[config.mk]
export PLATFORM = sky130hd
export DESIGN_NAME = uart_cmd_responder_flat
export DESIGN_NICKNAME = d
export VERILOG_FILES = /design/src/rtl/uart_cmd_responder_if.sv /design/src/rtl/uart_cmd_responder.sv /design/src/flat_wrapper.sv
export SDC_FILE = /design/constraint.sdc
export NUM_CORES = 1
export LEC_CHECK = 0
export BUFFER_PORTS_ARGS = -buffer_cell sky130_fd_sc_hd__buf_2
export CORE_MARGIN = 2
export CORE_UTILIZATION = 55
export CTS_CLUSTER_SIZE = 24
export DETAILED_ROUTE_END_ITERATION = 12
export PLACE_DENSITY_LB_ADDON = 0.08
export SLEW_MARGIN = 0
export SYNTH_ARGS = -nofsm -noshare
export SYNTH_HDL_FRONTEND = slang
export SYNTH_SLANG_ARGS = --single-unit
[constraint.sdc]
create_clock -name clk -period 2.7 [get_ports clk]
set_input_delay 0 -clock clk [delete_from_list [all_inputs] [get_ports clk]]
set_output_delay 0 -clock clk [all_outputs]
set_load 0.005 [all_outputs]
[src/rtl/uart_cmd_responder_if.sv]
// Byte-stream handshake between the UART FIFOs and the command responder.
// The responder owns the pop/push strobes and the outgoing byte; the FIFO
// side owns the empty/full flags and the incoming head byte.
interface uart_cmd_responder_if #(
    parameter int DBIT = 8
);
    logic            rx_empty;
    logic [DBIT-1:0] r_data;
    logic            rd_uart;
    logic            tx_full;
    logic [DBIT-1:0] w_data;
    logic            wr_uart;

    modport master (
        input  rx_empty, r_data, tx_full,
        output rd_uart, w_data, wr_uart
    );

    modport slave (
        output rx_empty, r_data, tx_full,
        input  rd_uart, w_data, wr_uart
    );
endinterface

[src/rtl/uart_cmd_responder.sv]
// Command responder: pops host frames from the RX FIFO, performs register
// reads/writes on a small register file, and pushes one reply byte per frame.
module uart_cmd_responder #(
    parameter int DBIT    = 8,
    parameter int ADDR_W  = 4,
    parameter int TIMEOUT = 1000
) (
    input  logic                         clk,
    input  logic                         reset,
    uart_cmd_responder_if.master         bus,
    output logic [8*(2**ADDR_W)-1:0]     regs,
    output logic                         busy,
    output logic                         timeout_err
);
    localparam int NREG  = 2**ADDR_W;
    localparam int CNT_W = $clog2(TIMEOUT + 1);

    localparam logic [DBIT-1:0] OP_WRITE = 8'h57;
    localparam logic [DBIT-1:0] OP_READ  = 8'h52;
    localparam logic [DBIT-1:0] RSP_ACK  = 8'h4B;
    localparam logic [DBIT-1:0] RSP_ERR  = 8'h3F;

    typedef enum logic [1:0] {
        IDLE,
        GET_ADDR,
        GET_DATA,
        SEND
    } state_t;

    state_t             state;
    logic [DBIT-1:0]    reg_file [NREG];
    logic [ADDR_W-1:0]  addr_q;
    logic               addr_ok_q;
    logic               is_write;
    logic [DBIT-1:0]    w_data_q;
    logic [CNT_W-1:0]   idle_cnt;
    logic               pop;
    logic               addr_ok;
    logic               cnt_expired;

    // Pop whenever a byte is waiting and we are collecting a frame; held low
    // during reset so the strobe drops asynchronously with everything else.
    assign pop         = reset && (state != SEND) && !bus.rx_empty;
    assign addr_ok     = (bus.r_data[DBIT-1:ADDR_W] == '0);
    assign cnt_expired = (idle_cnt == CNT_W'(TIMEOUT - 1));

    assign bus.rd_uart = pop;
    assign bus.wr_uart = (state == SEND) && !bus.tx_full;
    assign bus.w_data  = w_data_q;
    assign busy        = (state != IDLE);

    // Frame sequencer, register file, reply byte and inter-byte timeout.
    always_ff @(posedge clk or negedge reset) begin
        if (!reset) begin
            state       <= IDLE;
            addr_q      <= '0;
            addr_ok_q   <= 1'b0;
            is_write    <= 1'b0;
            w_data_q    <= '0;
            idle_cnt    <= '0;
            timeout_err <= 1'b0;
            for (int unsigned k = 0; k < NREG; k++) begin
                reg_file[k] <= '0;
            end
        end else begin
            timeout_err <= 1'b0;
            case (state)
                IDLE: begin
                    idle_cnt <= '0;
                    if (pop) begin
                        if (bus.r_data == OP_WRITE || bus.r_data == OP_READ) begin
                            is_write <= (bus.r_data == OP_WRITE);
                            state    <= GET_ADDR;
                        end else begin
                            w_data_q <= RSP_ERR;
                            state    <= SEND;
                        end
                    end
                end
                GET_ADDR: begin
                    if (pop) begin
                        idle_cnt <= '0;
                        if (is_write) begin
                            addr_q    <= bus.r_data[ADDR_W-1:0];
                            addr_ok_q <= addr_ok;
                            state     <= GET_DATA;
                        end else begin
                            w_data_q <= addr_ok ? reg_file[bus.r_data[ADDR_W-1:0]] : RSP_ERR;
                            state    <= SEND;
                        end
                    end else if (cnt_expired) begin
                        idle_cnt    <= '0;
                        timeout_err <= 1'b1;
                        state       <= IDLE;
                    end else begin
                        idle_cnt <= idle_cnt + 1'b1;
                    end
                end
                GET_DATA: begin
                    if (pop) begin
                        idle_cnt <= '0;
                        if (addr_ok_q) begin
                            reg_file[addr_q] <= bus.r_data;
                            w_data_q         <= RSP_ACK;
                        end else begin
                            w_data_q <= RSP_ERR;
                        end
                        state <= SEND;
                    end else if (cnt_expired) begin
                        idle_cnt    <= '0;
                        timeout_err <= 1'b1;
                        state       <= IDLE;
                    end else begin
                        idle_cnt <= idle_cnt + 1'b1;
                    end
                end
                SEND: begin
                    idle_cnt <= '0;
                    if (!bus.tx_full) begin
                        state <= IDLE;
                    end
                end
                default: state <= IDLE;
            endcase
        end
    end

    // Flatten the register file onto the output bus, reg k at [8k+7:8k].
    always_comb begin
        regs = '0;
        for (int unsigned k = 0; k < NREG; k++) begin
            regs[8*k +: 8] = reg_file[k];
        end
    end
endmodule

[src/flat_wrapper.sv]
// flat-port wrapper written by rule: the top's interface ports become plain ports
module uart_cmd_responder_flat 
#(
    parameter int DBIT    = 8,
    parameter int ADDR_W  = 4,
    parameter int TIMEOUT = 1000
)
  (clk, reset, regs, busy, timeout_err, bus_rx_empty, bus_r_data, bus_tx_full, bus_rd_uart, bus_w_data, bus_wr_uart);
  uart_cmd_responder_if #(.DBIT(DBIT)) bus_i ();
  input  logic clk;
  input  logic reset;
  output logic [8*(2**ADDR_W)-1:0] regs;
  output logic busy;
  output logic timeout_err;
  input wire logic [$bits(bus_i.rx_empty)-1:0] bus_rx_empty;
  input wire logic [$bits(bus_i.r_data)-1:0] bus_r_data;
  input wire logic [$bits(bus_i.tx_full)-1:0] bus_tx_full;
  output wire logic [$bits(bus_i.rd_uart)-1:0] bus_rd_uart;
  output wire logic [$bits(bus_i.w_data)-1:0] bus_w_data;
  output wire logic [$bits(bus_i.wr_uart)-1:0] bus_wr_uart;
  assign bus_i.rx_empty = bus_rx_empty;
  assign bus_i.r_data = bus_r_data;
  assign bus_i.tx_full = bus_tx_full;
  assign bus_rd_uart = bus_i.rd_uart;
  assign bus_w_data = bus_i.w_data;
  assign bus_wr_uart = bus_i.wr_uart;
  uart_cmd_responder #(.DBIT(DBIT), .ADDR_W(ADDR_W), .TIMEOUT(TIMEOUT)) u_core (.clk(clk), .reset(reset), .bus(bus_i), .regs(regs), .busy(busy), .timeout_err(timeout_err));
endmodule
==> results.md, run 1 <==
* Clock buffer depth at 2
* Vias/cell at 5.86
* Top-level port count at 152
* Area leader, netlist: dfrtp_1
* First drt pass iteration count at 4
* Largest stage delay, worst path at ~0.53 ns
* MaxCap Viol Count at 0
* Max IR drop VDD at 0.523 mV
* CTS Buf Count at 17
* PwrDens at 693 nW/um^2
* Syn nets at 556
* Combinational Power Share at 17.2%
* Gp weighted congestion at 0.819
* Final setup violation count at 0
* Outcome: completed
* Grt total ovfl at 0
* Sw Pwr at 1750 uW
* Relative slew slack at 34.3%
* Synth top area share at 52.9%
* Routed WL per cell at 21.4 microns
* H-tree depth at 4
* Post-CTS Setup Bufs at 0
* Synthesized cell area at approximately 7300 sq um
* Final #Nets at 718
* DP Cell Count at 856
* Unrepaired setup endpoints after global routing: no
* Most used DFF post-synth: dfrtp_1
* Worst-Skew Late Latency at 0.42 ns
* Most frequent cell after synthesis: dfrtp_1
* Final wirelength at between 15 and 20 mm
* Ys Warns at 0
* First-pass GRT wire length at 30.2 mm
* # fillers at ~1,000
* CP Capture Type: register
* Max Slew Vio Count at 0
* Sw Share at 28.1%
* Register bit total from synthesis at 155
* Total GRT Usage at 28.1%
* CTS root buf: clkbuf_16
* Syn Area/Cell at 13.6 sq um
* Post-Route Setup TNS at 0 ns
* I/O Buffers at 151
* Most frequent cells after synthesis: 155 x dfrtp_1, 131 x mux2_2, 27 x nor2_1
* Post-Syn Instances at 538
* Height of the die at 119 microns
* Setup ws final at 0.121 ns
* Setup CP Type: reg2reg
* Seq pwr share at a little over two fifths
* Area growth syn-to-layout at 22.7%
* Most used cell, CP: or3_1
* HP Class: in2reg
* WP data arrival at roughly 2.9 ns
* Clock skew at 0.00668 ns
* Placed inst area at 8370 sq um
* Post-synth ARST share at 100%
* Max FO, Critical Path at 9
* Die Footprint at 14,300 sq um
* CP max stage cell: or3_1
* Measured slew at the worst slew-check pin at 0.986 ns
* Static leakage at roughly 0.0047 uW
* Min Clock Period, post-route at 2.58 ns
* Clk pwr share at 40.2%
* Post-synth EDFFs at 0
* Final hold vios at 0
* Remaining DRCs at 0
* Largest net degree at the start of global routing at 80
* Family with the most delay on the worst path: simple AND/OR/NAND/NOR gates
* F_max at 0.388 GHz
* DPL Wire Length at 13.2 mm
* Final clock period utilization by the worst path at roughly 96%
* Crit path required time at about 3 ns
* Sequential element share of the synthesized area at 52.9%
* Register Area at 3880 sq um
* Unique masters post-synth at 52
* Top cells by area, synth: dfrtp_1 53%, mux2_2 20%, mux4_2 8.0%
* Initial antenna violation count at 0
* ANT nets after route at 0
* Clock Pin Slew Worst Setup and Hold Paths at 0.06 ns
* Pint at roughly 4500 uW
* CTS tree: yes
* Via count of the first global-routing pass at approximately 5,200
* Power, Total at ~6200 uW
* Design area at 8990 sq um
* Layout cell share with drive strength beyond 1 at between 50% and 60%
* Via count at 5,194
* Num rows at 42
* Non-filler instance count after layout at 887
* Post-Place Worst Slack at 0.0676 ns
* Startpoint types: register
* CP bufs+invs at 0
* Clock Sink Count at approximately 160
* Die Width at about 120 microns
* Worst path cell trace: ha_1 -> or3b_1 -> or3_1 -> or3_1 -> mux2_2
* Multi-input logic area at 3290 sq um
* Starting DRT DRC Count at between 300 and 400
* N_diodes at 0
* Core area at 13,100 sq um
* Initial Utilization at 55.8%
-- cell usage in the layout (no fill, tap or decap), types with 11 or more instances in the layout --
| cell | count |
|---|---|
| inv_1 | 11 |
| o21ai_0 | 25 |
| dfrtp_1 | 155 |
| nor2_1 | 27 |
| buf_2 | 150 |
| clkbuf_16 | 17 |
| mux4_2 | 26 |
| mux2_2 | 131 |
| nand2_1 | 18 |
| buf_4 | 19 |
-- state kept, by name, summed over array words and instances (netlist names) --
name / flops
u_core.regs: 128
u_core.idle_cnt: 10
u_core.bus.w_data: 8
u_core.addr_q: 4
u_core.state: 2
u_core.addr_ok_q: 1
u_core.is_write: 1
u_core.timeout_err: 1
-- final timing paths --
check	startpoint	to	slack, ns	cells after the start
max	u_core.state[0]	u_core.regs[75]	0.12	5
min	bus_r_data[1]	u_core.regs[97]	0.09	2
max reg2reg	u_core.state[0]	u_core.regs[75]	0.12	5
min reg2reg	u_core.idle_cnt[0]	u_core.idle_cnt[0]	0.48	1
max in group asynchronous	reset	u_core.regs[28]	0.72	4
min in group asynchronous	reset	u_core.regs[2]	0.41	3
-- per-layer routing --
layer	part of all wire [%]	up-vias	GRT usage, %
li1	-	2300	-
met1	44	2713	39.7
met2	49	165	43.2
met3	6.9	16	8.62
met4	0.88	0	6.40
met5	0	-	0
-- per-stage QoR --
stage	hold slack (ns)	utilization, %
after floorplan	-0.296	-
after global placement	0.242	63.7
after detailed placement	0.257	63.7
after CTS	0.0790	68.4
after global routing	0.0961	68.5
final	0.0920	68.5
-- area by class of cell --
type,count,share of cell area [%]
sequential,155,43.1
tap,176,2.45
multi-input combinational,342,36.5
clock inverter,10,1.85
timing repair buffer,173,10.6
clock buffer,20,4.97
inverter,11,0.459
-- power by group through the flow --
stage          combinational [uW]  sequential (uW)  clock, uW
3_3_place_gp                 1030             2690          0
5_1_grt                      1190             2680       2640
4_1_cts                      1070             2660       2530
3_5_place_dp                 1060             2700          0
6_report                     1070             2660       2500
2_1_floorplan                 758             2620          0
-- cells by family after synthesis --
family                     Yosys count  share of synthesized area [%]
muxes                              166                           29.8
xor gates and xnor gates             9                           1.08
adders and majority gates            6                           1.02
and+or+nand+nor                    101                           7.75
DFF                                155                           52.9
AOI/OAI and AO/OA                   60                           5.09
buffers and inverters               41                           2.34
-- what timing repair did --
action,4_1_cts,5_1_grt
gates resized for setup,0,1
hold buffers,1,0
hold endpoints to repair,78,0
setup endpoints to repair,0,7
Note: power is estimated with default switching activity, not from simulation.
==> run 2, diff against run 1 <==
--- a/config.mk
+++ b/config.mk
@@ -7,7 +7,7 @@
 export LEC_CHECK = 0
 export BUFFER_PORTS_ARGS = -buffer_cell sky130_fd_sc_hd__buf_2
 export CORE_MARGIN = 2
-export CORE_UTILIZATION = 55
+export CORE_UTILIZATION = 50
 export CTS_CLUSTER_SIZE = 24
 export DETAILED_ROUTE_END_ITERATION = 12
 export PLACE_DENSITY_LB_ADDON = 0.08
==> run 2 against run 1 <==
  * Final cell count rose by 0.90%
  * Critical endpoint is now u_core.regs[81]
  * Largest power group is now the clock network
  * Flip-flop and latch count did not move
  * Worst hold slack got worse by 0.035 ns
  * Critical path depth did not move
  * Routed wire length rose by 2.1%
  * Clock power rose by 8.0%
==> results.md, run 2 (synthesized netlist as in run 1, its figures left out) <==
* Initial Utilization at 50.8%
* Largest net degree at the start of global routing at 156
* Outcome: completed
* Final setup violation count at 0
* Initial antenna violation count at 0
* ANT nets after route at 0
* Worst path cell trace: ha_1 -> or3b_1 -> or3_1 -> or3_1 -> mux2_4
* CTS Buf Count at 17
* Leading cell type in the layout, fill and taps excluded: dfrtp_1
* I/O Buffers at 151
* Worst-Skew Late Latency at 0.42 ns
* Fin Hold WS at 0.0570 ns
* Min Clock Period, post-route at ~2.6 ns
* First-pass GRT wire length at 30.6 mm
* Grt total ovfl at 0
* Setup CP Type: reg2reg
* Clock buffer depth at 2
* Final clock period utilization by the worst path at 95.6%
* Most used cell, CP: or3_1
* Height of the die at 125 microns
* Core area at 14,400 sq um
* CTS tree: yes
* Reg2reg start: u_core.state[0]
* Unrepaired setup endpoints after global routing: no
* Static leakage at about 0.0047 uW
* Clk pwr share at around two fifths
* Vias/cell at between 5 and 6
* Crit path required time at 3.00 ns
* Max Slew Vio Count at 0
* PwrDens at about 710 nW/um^2
* Num rows at 44
* HP Class: in2reg
* Worst R2R End: u_core.regs[81]
* Sw Pwr at roughly 1800 uW
* MaxCap Viol Count at 0
* Hold wc startpoint: bus_tx_full
* Largest stage delay, worst path at ~0.6 ns
* Gp weighted congestion at around 0.8
* Final wirelength at about 19 mm
* Number of flip-flops under the largest register name at ~130
* Routed WL per cell at approximately 22 microns
* Area growth syn-to-layout at 23.4%
* Clock skew at ~0.0071 ns
* FF-to-FF setup slack at 0.12 ns
* H-tree depth at 4
* Max FO, Critical Path at 9
* Crit. Startpoint: u_core.state[0]
* CP Capture Type: register
* Worst r2r path cells at 5
* Clock Sink Count at approximately 160
* Starting DRT DRC Count at between 300 and 400
* Die Width at 125 microns
* Relative slew slack at 43.6%
* Pint at 4660 uW
* Total GRT Usage at 25.4%
* First drt pass iteration count at 4
* Layout cell share with drive strength beyond 1 at 54.0%
* Die Footprint at 15,600 sq um
* Sw Share at 27.6%
* Final #Nets at 717
* Via count at 5,212
* Max IR drop VDD at 0.464 mV
* CP Depth at 5
* WP data arrival at 2.88 ns
* Hold depth at 4
* Family with the most delay on the worst path: simple AND/OR/NAND/NOR gates
* Final hold vios at 0
* Setup ws final at between 0.1 and 0.15 ns
* # fillers at 1,142
* Power, Total at 6430 uW
* Hold path endpoint: u_core.state[0]
* Remaining DRCs at 0
* Most frequent cells in the layout: 155 x dfrtp_1, 150 x buf_2, 131 x mux2_2
* Top-level port count at between 150 and 200
* DPL Wire Length at 13.3 mm
* N_diodes at 0
* Clock Pin Slew Worst Setup and Hold Paths at 0.06 ns
* CP max stage cell: or3_1
* CP bufs+invs at 0
* Combinational Power Share at between 10% and 20%
* Seq pwr share at 41.4%
* Post-Place Worst Slack at 0.147 ns
* Via count of the first global-routing pass at 5,305
* F_max at 0.387 GHz
* Startpoint types: register
* Post-Route Setup TNS at 0 ns
* Measured slew at the worst slew-check pin at between 0.8 and 0.9 ns
* CTS root buf: clkbuf_16
[run 2: power by group through the flow]
stage | combinational, uW | sequential, uW | clock, uW
6_report | 1070 | 2660 | 2700
2_1_floorplan | 758 | 2620 | 0
3_5_place_dp | 1070 | 2700 | 0
4_1_cts | 1080 | 2660 | 2740
3_3_place_gp | 1040 | 2690 | 0
5_1_grt | 1190 | 2690 | 2840
[run 2: worst max path at each step]
stage / endpoint / slack (ns)
floorplan: u_core.regs[81] / 0.42
global placement: u_core.regs[86] / 0.18
detailed placement: u_core.regs[81] / 0.15
CTS: u_core.regs[81] / 0.12
global route: u_core.regs[82] / 0.05
finish: u_core.regs[81] / 0.12
[run 2: stage by stage]
stage               util, %  area [sq um]  std cells
floorplan                 -          7330        538
global placement       58.0          8370        863
detailed placement     58.0          8370        863
CTS                    62.7          9050        895
global route           62.7          9050        895
finish                 62.7          9050        895
[run 2: worst min-delay path, delay by kind of cell]
kind	cells	cell delay [ns]
AO/OA/AOI/OAI	2	0.18
buffers and inverters	1	0.09
AND/OR/NAND/NOR	1	0.18
[run 2: routing by layer]
layer  up-vias  wire (microns)  global-route usage [%]
li1       2309               -                       -
met3        24             893                    5.48
met1      2741            8780                    36.7
met2       138            9390                    39.7
met5         -               0                       0
met4         0             345                    6.60
[run 2: layout make-up]
type,instances,area [sq um],area share [%]
clock buffers,18,429,4.74
clock inverters,13,240,2.65
inverters,11,41.3,0.456
multi-input cells,342,3280,36.3
flip-flops and latches,155,3880,42.9
well taps,184,230,2.54
repair buffers,172,947,10.5
[run 2: timing repair]
item                                   in CTS  in global routing
setup buffers                               0                  0
hold buffers                                1                  0
gates resized for setup                     0                  0
endpoints found under the hold margin     155                  0
==> run 3, diff against run 2 <==
--- a/config.mk
+++ b/config.mk
@@ -6,8 +6,11 @@
 export NUM_CORES = 1
 export LEC_CHECK = 0
 export BUFFER_PORTS_ARGS = -buffer_cell sky130_fd_sc_hd__buf_2
+export CELL_PAD_IN_SITES_DETAIL_PLACEMENT = 1
+export CELL_PAD_IN_SITES_GLOBAL_PLACEMENT = 1
 export CORE_MARGIN = 2
-export CORE_UTILIZATION = 50
+export CORE_UTILIZATION = 44
+export CTS_BUF_LIST = sky130_fd_sc_hd__clkbuf_16
 export CTS_CLUSTER_SIZE = 24
 export DETAILED_ROUTE_END_ITERATION = 12
 export PLACE_DENSITY_LB_ADDON = 0.08
==> run 3 against run 2 <==
  * Maximum frequency is 0.38% higher
  * Critical path depth stayed put
  * Core utilization is 7.5 points lower
  * Sequential power hardly changed
  * Die area is 13% higher
  * First-iteration DRC count is 22% lower
  * Clock power is 11% lower
  * Largest power group is now registers
  * Critical path type unchanged
==> results.md, run 3 (synthesized netlist as in run 1, its figures left out) <==
* Startpoint types: register
* Max FO, Critical Path at 9
* Sw Share at 29.3%
* Outcome: completed
* WP data arrival at 2.87 ns
* Number of flip-flops under the largest register name at 128
* Max IR drop VDD at 0.472 mV
* H-tree depth at 4
* Die Width at 133 microns
* Final clock period utilization by the worst path at 95.2%
* Final hold vios at 0
* Routed WL per cell at 23.3 microns
* CP Capture Type: register
* Post-Route Setup TNS at 0 ns
* HP Class: in2reg
* Crit path to: u_core.regs[86]
* Pint at 4360 uW
* Min Clock Period, post-route at 2.57 ns
* Worst-Skew Late Latency at 0.42 ns
* Final setup violation count at 0
* Area growth syn-to-layout at 23.6%
* Final wirelength at 21.8 mm
* Relative slew slack at approximately 33%
* Static leakage at around 0.0047 uW
* I/O Buffers at 151
* Via count at 5,224
* Measured slew at the worst slew-check pin at ~1 ns
* Vias/cell at 5.56
* Multi-input logic area at between 3000 and 4000 sq um
* First drt pass iteration count at 4
* Clock skew at between 0.01 and 0.015 ns
* Clock buffer depth at 2
* N_diodes at 0
* Crit path required time at 3.00 ns
* Most frequent cells in the layout: 155 x dfrtp_1, 150 x buf_2, 131 x mux2_2
* M1 GR Usage at 35.6%
* Gp weighted congestion at between 0.8 and 0.9
* Height of the die at roughly 130 microns
* Unrepaired setup endpoints after global routing: no
* Core area at 16,400 sq um
* Top-level port count at 152
* Crit. Startpoint: u_core.state[0]
* Die Footprint at 17,700 sq um
* Non-filler instance count after layout at 939
* DP Cell Count at 906
* Setup CP Type: reg2reg
* Post-Place Worst Slack at 0.145 ns
* Met3 usage at 5.59%
* Register Area at 3880 sq um
* CTS tree: yes
* Layout cell share with drive strength beyond 1 at 54.4%
* Grt total ovfl at 0
* Clk pwr share at 38.7%
* Global Route met2 Usage at 42.3%
* CTS root buf: clkbuf_16
* Final #Nets at 725
* Initial Utilization at 44.7%
* Worst R2R End: u_core.regs[86]
* First-pass GRT wire length at 34.5 mm
* Clock Pin Slew Worst Setup and Hold Paths at 0.06 ns
* PwrDens at 681 nW/um^2
* Remaining DRCs at 0
* Starting DRT DRC Count at 267
* Clock Sink Count at 155
* F_max at between 0.3 and 0.4 GHz
* MaxCap Viol Count at 0
* Num rows at 47
* Seq pwr share at 43.3%
* Setup ws final at between 0.1 and 0.15 ns
* FF-to-FF setup slack at 0.13 ns
* Sw Pwr at 1810 uW
* Initial antenna violation count at 0
* ANT nets after route at 0
* GRT busiest layer: met2
* Combinational Power Share at between 15 and 20%
* Via count of the first global-routing pass at 5,740
* Leading cell type in the layout, fill and taps excluded: dfrtp_1
* CTS Buf Count at 17
* Reg2reg start: u_core.state[0]
* Total GRT Usage at approximately a quarter
* Largest net degree at the start of global routing at a little over 80
* # fillers at 1,673
* Worst r2r path cells at 5
* Post-CTS sizing at 0
* DPL Wire Length at 15.5 mm
* Max Slew Vio Count at 0
## run 3: cell types whose count changed in the layout (fill, tap and decap cells not counted), sizes merged
cell,previous run,this run
buf,171,179
clkinv,4,8
bufinv,6,3
clkbuf,18,17
## run 3: cell type report
class,instances,area share (%)
clock buffer,17,4.69
clock inverter,14,1.68
inverter,11,0.456
multi-input combinational,342,36.2
sequential,155,42.8
tap,220,3.04
timing repair buffer,180,11.1
## run 3: how the worst min path moves through the flow
stage | slack (ns) | startpoint | cells after the start | endpoint
finish | 0.09 | bus_r_data[0] | 3 | u_core.regs[32]
global route | 0.13 | bus_r_data[0] | 3 | u_core.regs[40]
CTS | 0.09 | bus_r_data[0] | 3 | u_core.regs[32]
detailed placement | 0.27 | bus_tx_full | 3 | bus_wr_uart
global placement | 0.25 | bus_tx_full | 3 | bus_wr_uart
floorplan | -0.30 | reset | 0 | u_core.addr_ok_q
## run 3: through the flow
stage	utilization [%]	hold slack, ns	cell area [sq um]	power, uW
finish	55.2	0.0880	9060	6170
global route	55.2	0.135	9060	6490
CTS	55.1	0.0872	9040	6240
detailed placement	51.5	0.266	8450	3830
global placement	51.5	0.254	8450	3770
floorplan	-	-0.296	7330	3380
## run 3: power by group through the flow
stage | logic [uW] | clock network, uW | registers [uW]
after CTS | 1130 | 2440 | 2670
final | 1120 | 2390 | 2670
after global routing | 1250 | 2540 | 2700
after global placement | 1070 | 0 | 2690
after floorplan | 758 | 0 | 2620
after detailed placement | 1120 | 0 | 2710
## run 3: worst max-delay path, cell delays in order, from the launching register on
cell	delay (ns)
dfrtp_1	0.41
ha_1	0.25
or3b_1	0.43
or3_1	0.42
or3_1	0.59
mux2_4	0.37
## run 3: layer usage
metal  routed length (microns)  vias up  part of all wire, %
li1                          -     2309                    -
met1                      9670     2757                   44
met2                     10900      138                   50
met3                      1020       20                  4.7
met4                       252        0                  1.2
met5                         0        -                    0
## run 3: repair_timing
item,in CTS,in global routing
hold endpoints to repair,79,0
endpoints found under the setup margin,0,6
hold buffers,1,0
buffers inserted,0,1
